==> src/rtl/q_time_dispatcher_if.sv <==
// FIFO read port and trigger bus between q_time_dispatcher and its neighbours.
interface q_time_dispatcher_if #(
    parameter int unsigned DATA_WIDTH = 20,
    parameter int unsigned CH_WIDTH   = 4
);
    localparam int unsigned NUM_CH = 1 << CH_WIDTH;

    logic                  fifo_rd_en;
    logic [DATA_WIDTH-1:0] fifo_data;
    logic                  fifo_empty;
    logic                  trig_valid;
    logic [CH_WIDTH-1:0]   trig_ch;
    logic [NUM_CH-1:0]     trig_onehot;

    // Dispatcher side: reads the FIFO and drives triggers.
    modport master (
        output fifo_rd_en,
        output trig_valid,
        output trig_ch,
        output trig_onehot,
        input  fifo_data,
        input  fifo_empty
    );

    // FIFO / sequencer side.
    modport slave (
        input  fifo_rd_en,
        input  trig_valid,
        input  trig_ch,
        input  trig_onehot,
        output fifo_data,
        output fifo_empty
    );
endinterface

==> src/rtl/q_time_dispatcher.sv <==
// Turns {channel, delay} entries from the time FIFO into cycle-exact trigger
// pulses. A one-entry prefetch slot plus a bypass from the FIFO read data let
// gap-1 entries issue back to back.
module q_time_dispatcher #(
    parameter int unsigned DATA_WIDTH = 20,
    parameter int unsigned CH_WIDTH   = 4
) (
    input  logic                  clk,
    input  logic                  reset,
    input  logic                  start,
    input  logic                  abort,
    q_time_dispatcher_if.master   bus,
    output logic                  busy,
    output logic                  underrun,
    output logic [15:0]           fire_count
);
    localparam int unsigned DLY_WIDTH = DATA_WIDTH - CH_WIDTH;
    localparam int unsigned NUM_CH    = 1 << CH_WIDTH;

    typedef enum logic [1:0] {
        S_IDLE  = 2'd0,
        S_FETCH = 2'd1,
        S_LOAD  = 2'd2,
        S_COUNT = 2'd3
    } state_t;

    state_t                state, state_n;
    logic [DLY_WIDTH-1:0]  cnt;           // cycles left until the pulse, as seen next cycle
    logic [CH_WIDTH-1:0]   ch_reg;
    logic                  slot_valid, slot_valid_n;
    logic [DATA_WIDTH-1:0] slot_data, slot_data_n;
    logic                  pf_inflight;   // prefetch read issued last cycle, data lands now
    logic                  trig_q;
    logic [CH_WIDTH-1:0]   trig_ch_q;
    logic [NUM_CH-1:0]     onehot_q;
    logic                  run_fired;

    logic                  rd_en_c;
    logic                  fire_c;
    logic                  capture_load_c;
    logic                  succ_avail_c;
    logic [DATA_WIDTH-1:0] succ_data_c;
    logic                  consume_slot_c;
    logic                  consume_byp_c;
    logic [CH_WIDTH-1:0]   cur_ch_c;
    logic [DLY_WIDTH-1:0]  cur_rem_c;
    logic                  start_ok_c;

    // Effective gap of an entry: a zero delay still costs one cycle.
    function automatic logic [DLY_WIDTH-1:0] gap_of(input logic [DATA_WIDTH-1:0] e);
        logic [DLY_WIDTH-1:0] d;
        d = e[DLY_WIDTH-1:0];
        return (d == '0) ? DLY_WIDTH'(1) : d;
    endfunction

    function automatic logic [CH_WIDTH-1:0] ch_of(input logic [DATA_WIDTH-1:0] e);
        return e[DATA_WIDTH-1:DLY_WIDTH];
    endfunction

    assign start_ok_c = (state == S_IDLE) && start && !abort;

    // Next state, FIFO reads, successor selection and fire decision.
    always_comb begin
        state_n        = state;
        rd_en_c        = 1'b0;
        fire_c         = 1'b0;
        capture_load_c = 1'b0;
        consume_slot_c = 1'b0;
        consume_byp_c  = 1'b0;
        cur_ch_c       = ch_reg;
        cur_rem_c      = cnt;
        slot_valid_n   = slot_valid;
        slot_data_n    = slot_data;
        succ_avail_c   = slot_valid || pf_inflight;
        succ_data_c    = slot_valid ? slot_data : bus.fifo_data;

        case (state)
            S_IDLE: begin
                if (start) state_n = S_FETCH;
            end
            S_FETCH: begin
                if (!bus.fifo_empty) begin
                    rd_en_c = 1'b1;
                    state_n = S_LOAD;
                end
            end
            S_LOAD: begin
                capture_load_c = 1'b1;
                cur_ch_c       = ch_of(bus.fifo_data);
                cur_rem_c      = gap_of(bus.fifo_data);
                fire_c         = (cur_rem_c == DLY_WIDTH'(1));
                rd_en_c        = !bus.fifo_empty;
                state_n        = S_COUNT;
            end
            S_COUNT: begin
                // trig_q marks the cycle the pulse is on the bus: take the successor now.
                if (trig_q) begin
                    if (succ_avail_c) begin
                        cur_ch_c       = ch_of(succ_data_c);
                        cur_rem_c      = gap_of(succ_data_c);
                        consume_slot_c = slot_valid;
                        consume_byp_c  = !slot_valid;
                    end else begin
                        state_n = S_FETCH;
                    end
                end
                if (pf_inflight && !consume_byp_c) begin
                    slot_valid_n = 1'b1;
                    slot_data_n  = bus.fifo_data;
                end else if (consume_slot_c) begin
                    slot_valid_n = 1'b0;
                end
                fire_c  = (state_n == S_COUNT) && (cur_rem_c == DLY_WIDTH'(1));
                rd_en_c = !bus.fifo_empty && !slot_valid_n && (state_n == S_COUNT);
            end
            default: state_n = S_IDLE;
        endcase

        if (abort) begin
            state_n        = S_IDLE;
            rd_en_c        = 1'b0;
            fire_c         = 1'b0;
            capture_load_c = 1'b0;
            slot_valid_n   = 1'b0;
        end
        if (reset) rd_en_c = 1'b0;
    end

    // State, entry registers and registered outputs.
    always_ff @(posedge clk) begin
        if (reset) begin
            state       <= S_IDLE;
            cnt         <= '0;
            ch_reg      <= '0;
            slot_valid  <= 1'b0;
            slot_data   <= '0;
            pf_inflight <= 1'b0;
            trig_q      <= 1'b0;
            trig_ch_q   <= '0;
            onehot_q    <= '0;
            busy        <= 1'b0;
            underrun    <= 1'b0;
            fire_count  <= '0;
            run_fired   <= 1'b0;
        end else begin
            state       <= state_n;
            slot_valid  <= slot_valid_n;
            slot_data   <= slot_data_n;
            pf_inflight <= rd_en_c && ((state == S_LOAD) || (state == S_COUNT));
            busy        <= (state_n != S_IDLE);
            trig_q      <= fire_c;
            onehot_q    <= fire_c ? (NUM_CH'(1) << cur_ch_c) : '0;
            if (fire_c) trig_ch_q <= cur_ch_c;
            if ((state == S_LOAD) || (state == S_COUNT)) begin
                cnt    <= cur_rem_c - DLY_WIDTH'(1);
                ch_reg <= cur_ch_c;
            end
            if (start_ok_c) begin
                fire_count <= '0;
                underrun   <= 1'b0;
                run_fired  <= 1'b0;
            end else begin
                if (trig_q && !abort) begin
                    fire_count <= fire_count + 16'd1;
                    run_fired  <= 1'b1;
                end
                if (capture_load_c && run_fired) underrun <= 1'b1;
            end
        end
    end

    // An abort in the pulse cycle suppresses the pulse that is already on the bus.
    assign bus.fifo_rd_en  = rd_en_c;
    assign bus.trig_valid  = trig_q && !abort;
    assign bus.trig_ch     = trig_ch_q;
    assign bus.trig_onehot = onehot_q & {NUM_CH{!abort}};
endmodule

==> src/flat_wrapper.sv <==
// flat-port wrapper written by rule: the top's interface ports become plain ports
module q_time_dispatcher_flat 
#(
    parameter int unsigned DATA_WIDTH = 20,
    parameter int unsigned CH_WIDTH   = 4
)
  (clk, reset, start, abort, busy, underrun, fire_count, bus_fifo_rd_en, bus_trig_valid, bus_trig_ch, bus_trig_onehot, bus_fifo_data, bus_fifo_empty);
  q_time_dispatcher_if #(.DATA_WIDTH(DATA_WIDTH), .CH_WIDTH(CH_WIDTH)) bus_i ();
  input  logic clk;
  input  logic reset;
  input  logic start;
  input  logic abort;
  output logic busy;
  output logic underrun;
  output logic [15:0] fire_count;
  output wire logic [$bits(bus_i.fifo_rd_en)-1:0] bus_fifo_rd_en;
  output wire logic [$bits(bus_i.trig_valid)-1:0] bus_trig_valid;
  output wire logic [$bits(bus_i.trig_ch)-1:0] bus_trig_ch;
  output wire logic [$bits(bus_i.trig_onehot)-1:0] bus_trig_onehot;
  input wire logic [$bits(bus_i.fifo_data)-1:0] bus_fifo_data;
  input wire logic [$bits(bus_i.fifo_empty)-1:0] bus_fifo_empty;
  assign bus_fifo_rd_en = bus_i.fifo_rd_en;
  assign bus_trig_valid = bus_i.trig_valid;
  assign bus_trig_ch = bus_i.trig_ch;
  assign bus_trig_onehot = bus_i.trig_onehot;
  assign bus_i.fifo_data = bus_fifo_data;
  assign bus_i.fifo_empty = bus_fifo_empty;
  q_time_dispatcher #(.DATA_WIDTH(DATA_WIDTH), .CH_WIDTH(CH_WIDTH)) u_core (.clk(clk), .reset(reset), .start(start), .abort(abort), .bus(bus_i), .busy(busy), .underrun(underrun), .fire_count(fire_count));
endmodule
==> config.mk <==
export PLATFORM = sky130hd
export DESIGN_NAME = q_time_dispatcher_flat
export DESIGN_NICKNAME = d
export VERILOG_FILES = /design/src/rtl/q_time_dispatcher_if.sv /design/src/rtl/q_time_dispatcher.sv /design/src/flat_wrapper.sv
export SDC_FILE = /design/constraint.sdc
export NUM_CORES = 1
export LEC_CHECK = 0
export ABC_AREA = 1
export CAP_MARGIN = 20
export CORE_MARGIN = 4
export CORE_UTILIZATION = 50
export CTS_CLUSTER_SIZE = 10
export DETAILED_ROUTE_END_ITERATION = 10
export GPL_ROUTABILITY_DRIVEN = 1
export PLACE_DENSITY = 0.74
export SETUP_SLACK_MARGIN = 0.5
export SYNTH_ARGS = -nofsm -noshare
export SYNTH_HDL_FRONTEND = slang
export SYNTH_SLANG_ARGS = --single-unit
==> constraint.sdc <==
create_clock -name clk -period 3.6 [get_ports clk]
set_clock_uncertainty 0.2 [all_clocks]
set_input_delay 0.72 -clock clk [delete_from_list [all_inputs] [get_ports clk]]
set_output_delay 0.72 -clock clk [all_outputs]
set_load 0.01 [all_outputs]
# --- After elaboration in Yosys (flattened, before gate mapping) ---
# Index checks and enable logic that the tools add are counted.
totals:
  ff_bits: 84
  output_inout_bits: 40
  wordCells: 82
op_classes:
  add_sub_neg: 2
  n_eq_ne: 6
  shift: 1
  muxes: 34
  bitwise: 2
  reduce_logical: 24
ops:
  columns: ["operator", "count"]
  rows:
  - ["$mux 16", 5]
  - ["$eq 16x1->1 const B", 2]
  - ["$logic_not 16->1", 2]
  - ["$pmux 16 s2", 1]
  - ["$mux 20", 1]
  - ["$add 16x1->16 const B", 1]
  - ["$and 16x16->16", 1]
  - ["$shl 1x4->16 const A", 1]
  - ["$sub 16x1->16 const B", 1]
  - ["$mux 1", 15]
  - ["$mux 2", 6]
  - ["$logic_and 1x1->1", 9]
  - ["$mux 4", 2]
  - ["$pmux 2 s4", 1]
  - ["$pmux 4 s2", 1]
  - ["$eq 2x2->1 const B", 3]
  - ["$reduce_or 2->1", 3]
  - ["$logic_not 1->1", 5]
  - ["$pmux 1 s3", 1]
  - ["$eq 2x1->1 const B", 1]
  - ["$logic_not 2->1", 1]
  - ["$logic_or 1x1->1", 2]
  - ["$pmux 1 s2", 1]
  - ["$reduce_and 2->1", 1]
  - ["other kinds (2)", 2]

# --- Logic depth before layout (Yosys ltp) ---
logic_depth:
  depth_word: 15
  ltp_mapped: 23
  depth_no_buf: 22

# --- Worst setup path after synthesis ---
# No wires, ideal clock.
synth_path:
  path_kind: "input-to-reg"
  from: "in bus_fifo_data[12]"
  to: "reg u_core.cnt[14]"
  setup_time_ps: 109
  arrival_time_ps: 2416
  t_required_ps: 3291
  path_slack_ps: 875
  stages: 20
  path_buffers: 0
  path_cell_list: "inv_1 -> o21ai_0 -> nor2_1 -> nand2_1 -> nor2_1 -> nand2_1 -> nand2_2 -> nand2_1 -> nand3_1 -> inv_1 -> ha_1 -> inv_1 -> nor2_2 -> nand2_1 -> nor2_2 -> nand2_1 -> o21bai_1 -> nand3_1 -> nand2_1 -> inv_1"
synth_via:
  elab_chain_cells: 8
synth_rtl:
  columns: ["item", "line_no", "source"]
  rows:
  - ["start: declaration", "flat_wrapper.sv:20", "input wire logic [$bits(bus_i.fifo_data)-1:0] bus_fifo_data;"]
  - ["$mux 20", "q_time_dispatcher.sv:75", "succ_data_c = slot_valid ? slot_data : bus.fifo_data;"]
  - ["$logic_not 16->1", "q_time_dispatcher.sv:53", "return (d == '0) ? DLY_WIDTH'(1) : d;"]
  - ["$mux 16", "q_time_dispatcher.sv:53", null]
  - ["$mux 16", "q_time_dispatcher.sv:98", "if (succ_avail_c) begin"]
  - ["$mux 16", "q_time_dispatcher.sv:97", "if (trig_q) begin"]
  - ["$mux 16", "q_time_dispatcher.sv:77", "case (state)"]
  - ["$pmux 16 s2 (*)", "q_time_dispatcher.sv:77", null]
  - ["$sub 16x1->16 (*)", "q_time_dispatcher.sv:155", "cnt <= cur_rem_c - DLY_WIDTH'(1);"]
  - ["end signal: assignment", "q_time_dispatcher.sv:155", null]
  - ["end: declaration", "q_time_dispatcher.sv:28", "logic [DLY_WIDTH-1:0] cnt;"]
# Every way passes the cells marked *; elsewhere a longest branch is shown, timed or not. The select of a mux whose other input is x is not followed.
# A chain may end at the register's enable or synchronous reset.

# --- Final worst setup path ---
layout_path:
  from: "in abort"
  to: "out bus_trig_onehot[13]"
layout_via:
  elab_chain_cells: 2
layout_rtl:
  columns: ["item", "line_no", "source"]
  rows:
  - ["start: declaration", "flat_wrapper.sv:12", "input logic abort;"]
  - ["$logic_not 1->1", "q_time_dispatcher.sv:176", "assign bus.trig_onehot = onehot_q & {NUM_CH{!abort}};"]
  - ["$and 16x16->16", "q_time_dispatcher.sv:176", null]
  - ["end: declaration", "flat_wrapper.sv:19", "output wire logic [$bits(bus_i.trig_onehot)-1:0] bus_trig_onehot;"]
# No other way between the ends.

==> flow_metrics.py <==
metrics = {
    "finish": {
        "syn_to_final_growth_pct": 21.3,
        "finish.net_count": 792,
        "drive_gt1_share_pct": 8.32,
        "final.fill_count": 842,
        "final-seq-area_sq_um": 1680,
        "largest_register_ffs": 20,
        "multi_input_area_sq_um": 2340,
        "layout.cell_area.non_filler_sq_um": 5490,
        "regMostFlops": "u_core.slot_data",
        "final_util_pct": 62.6,
        "insertedDiodeCount": 0,
    },
    "timing": {
        "rsz0062_at_grt": "yes",
        "finalSetupViolCount": 0,
        "period_needed_ns": 2.99,
        "hold_violations": 0,
        "max_freq_mhz": 334,
        "min_period_over_period_pct": 83.1,
        "finalMaxSlewViolations": 0,
        "maxSlewHeadroom_pct": 54.3,
        "tns_ns": 0,
        "hold-worst-slack_ns": 0.283,
        "tightest_slew_ns": 0.684,
    },
    "die": {
        "die-height_microns": 103,
        "initial_utilization_pct": 51.6,
        "dieWidth_microns": 103,
        "placement_rows": 34,
        "die_area_sq_um": 10600,
        "ioPinCount": 65,
        "placeableCoreArea_sq_um": 8760,
    },
    "clock_tree": {
        "insertion_delay_ns": 0.36,
        "cts-htree-levels": 3,
        "clock_tree.buffer_depth": 2,
        "cts-buffers-inserted": 9,
        "ctsRootBufferMaster": "sky130_fd_sc_hd__clkbuf_8",
        "clock_tree_from_tritoncts": "yes",
        "clock_sink_total": 84,
        "clk_pin_slew_ns": 0.08,
    },
    "hold_path": {
        "timing.hold.worst_endpoint": "u_core.bus.trig_ch[1]",
        "hold_path_startpoint": "u_core.bus.trig_ch[1]",
        "worstHoldPathCells": 2,
        "worstHoldPathType": "flop to flop",
    },
    "logic_synthesis": {
        "mapped_nets": 729,
        "async_reset_ff_share_pct": 0,
        "synth-edff-count": 0,
        "synth_area_per_cell_sq_um": 6.44,
        "ys_seq_elements": 84,
        "ys_types": 42,
        "netlist_area_sq_um": 4520,
        "synth_cells": 702,
        "ys_seq_area_share_pct": 37.2,
        "ys_warn_count": 0,
        "synth_flop_cell": "sky130_fd_sc_hd__dfxtp_1",
    },
    "setup_path": {
        "critical_path.reg2reg.endpoint": "u_core.cnt[15]",
        "cp_cell_sequence": "clkdlybuf4s50_1, buf_4, nor2_1, clkdlybuf4s50_1",
        "worst_path_dominant_cell_family": "buffers and inverters",
        "worst_ep_required_time_ns": 2.68,
        "crit_type": "input pin to primary output",
        "master_of_the_slowest_instance_on_the_critical_path": "sky130_fd_sc_hd__clkdlybuf4s50_1",
        "worst_path_largest_cell_delay_ns": 0.54,
        "path_max_fanout": 16,
        "internal_reg_to_reg_setup_slack_ns": 0.78,
        "number_of_cells_on_the_critical_path": 4,
        "cp-end-kind": "primary output",
        "bufs_and_invs_on_worst_path": 3,
        "crit_path_frequent_cell": "sky130_fd_sc_hd__clkdlybuf4s50_1",
        "worstReg2RegStart": "u_core.slot_valid",
        "setup.worst_path.start_class": "input pin",
        "cp.arrival_ns": 2.07,
        "ff2ff_path_depth": 15,
    },
    "power_and_ir_drop": {
        "ir_drop_v": 0.000157,
        "power_per_cell_area_nw_per_um2": 334,
        "cellLeakagePower_nw": 2.37,
    },
    "run_status": {
        "status": "finished clean",
    },
    "routing": {
        "post-route-drc-count": 0,
        "detailroute.via_count": 4626,
        "antenna_left": 0,
        "drtIter0Drc": 328,
        "routed_wl_microns": 12200,
        "vias_per_cell": 5.27,
        "drt_first_pass_iters": 5,
        "wire_per_inst_microns": 13.9,
    },
    "global_route": {
        "grt_antenna_before_repair": 0,
        "global_route.usage.total_pct": 23.9,
        "grt_start_max_net_pins": 39,
        "grt.overflow.total": 0,
        "number_of_global_route_vias_before_repair": 4256,
        "grt_first_pass_wirelength_microns": 20100,
    },
    "flow_run": {
        "maximum_capacitance_violations": 0,
    },
    "placed_design": {
        "dpl_cell_area_sq_um": 5250,
        "number_of_buffers_inserted_by_port_buffering": 64,
        "dp.final_hpwl_microns": 9040,
        "gp_routability_congestion": 0.959,
    },
}
[cells in the final DEF (no fill, tap or decap), types with 3 or more instances in the layout]
cell and n:
sky130_fd_sc_hd__nand2_1 177, sky130_fd_sc_hd__nor2_1 110, sky130_fd_sc_hd__inv_1 91, sky130_fd_sc_hd__dfxtp_1 83, sky130_fd_sc_hd__clkdlybuf4s50_1 61, sky130_fd_sc_hd__o21ai_0 47, sky130_fd_sc_hd__a21oi_1 47, sky130_fd_sc_hd__nand3_1 24
sky130_fd_sc_hd__buf_4 11, sky130_fd_sc_hd__o21ai_1 9, sky130_fd_sc_hd__nor3_1 9, sky130_fd_sc_hd__clkbuf_8 9, sky130_fd_sc_hd__inv_2 8, sky130_fd_sc_hd__nand4_1 8, sky130_fd_sc_hd__xor2_1 5, sky130_fd_sc_hd__o21bai_1 5
sky130_fd_sc_hd__a31oi_1 5, sky130_fd_sc_hd__nand2_2 4, sky130_fd_sc_hd__o22ai_1 4, sky130_fd_sc_hd__o21ai_2 3, sky130_fd_sc_hd__nor2_2 3, sky130_fd_sc_hd__nor2_4 3, sky130_fd_sc_hd__nand3_2 3, sky130_fd_sc_hd__o211ai_1 3
sky130_fd_sc_hd__nand2_4 3, sky130_fd_sc_hd__xnor2_1 3
[layout make-up]
class                   instances  area share (%)
clock buffers                   9            2.26
repair buffers                 76            13.6
well taps                     108            2.46
inverters                     100            6.89
flip-flops and latches         84            30.7
clock inverters                 6            1.35
multi-input cells             494            42.7
[repair_timing]
action / CTS / global route
endpoints found under the setup margin: 4 / 9
gates resized for setup: 4 / 11
hold buffers: 0 / 0
setup buffers: 0 / 2
pin swaps: 0 / 2
[power breakdown]
part	switching (W)	internal [W]	total, W
Sequential	0.00000317	0.000934	0.000937
Combinational	0.000126	0.0000795	0.000206
Clock	0.000362	0.000325	0.000687
Total	0.000491	0.00134	0.00183
[tightest hold or removal path, stage by stage, from the launching register on]
cell,delay (ns)
sky130_fd_sc_hd__dfxtp_1,0.33
sky130_fd_sc_hd__a21oi_1,0.04
sky130_fd_sc_hd__nor2_1,0.08
[worst max-delay path by stage]
stage / start / endpoint / slack [ns]
floorplan: bus_fifo_data[12] / u_core.cnt[14] / 0.88
global placement: bus_fifo_data[11] / u_core.cnt[14] / 0.16
detailed placement: bus_fifo_data[12] / u_core.cnt[14] / 0.04
CTS: bus_fifo_data[15] / u_core.cnt[14] / 0.52
global route: bus_fifo_data[7] / u_core.cnt[14] / 0.45
finish: abort / bus_trig_onehot[13] / 0.61
[cell families (layout without fill, tap and decap cells)]
group	after synthesis	after routing	synth area share, %
AND/OR/NAND/NOR	354	354	33.4
buffers and inverters	124	191	11.5
AO/OA/AOI/OAI	130	130	15.8
XOR/XNOR	8	8	1.55
adder cells (fa/ha/maj)	2	2	0.553
flip-flops	84	84	37.2
[Yosys cell counts, drive strengths merged (2+ instances only)]
cell      n  area, sq um
ha        2         25.0
o21bai    5         37.5
clkbuf    9         33.8
nor3     11         60.1
buf      15          111
nand3b    2         15.0
nand4     9         62.6
a31oi     5         31.3
nand3    27          145
nor2    117          480
o21ai    60          315
nand2   184          721
nor4      2         12.5
inv     100          375
o22ai     4         25.0
a21oi    49          253
o211ai    3         22.5
dfxtp    84         1680
xor2      5         43.8
xnor2     3         26.3
[per-layer routing]
metal,global-route usage [%],vias up,wire length [microns]
met1,34.0,2107,5620
met4,6.37,0,182
met3,5.35,20,886
met5,0,-,0
li1,-,2348,-
met2,36.6,151,5460
[metrics by stage]
step	setup slack [ns]	cells	power, W
6_report	0.608	877	0.00183
2_1_floorplan	0.875	702	0.00109
4_1_cts	0.516	875	0.00184
5_1_grt	0.450	877	0.00190
3_3_place_gp	0.157	860	0.00115
3_5_place_dp	0.0404	860	0.00116
Note: power is estimated with default switching activity, not from simulation.
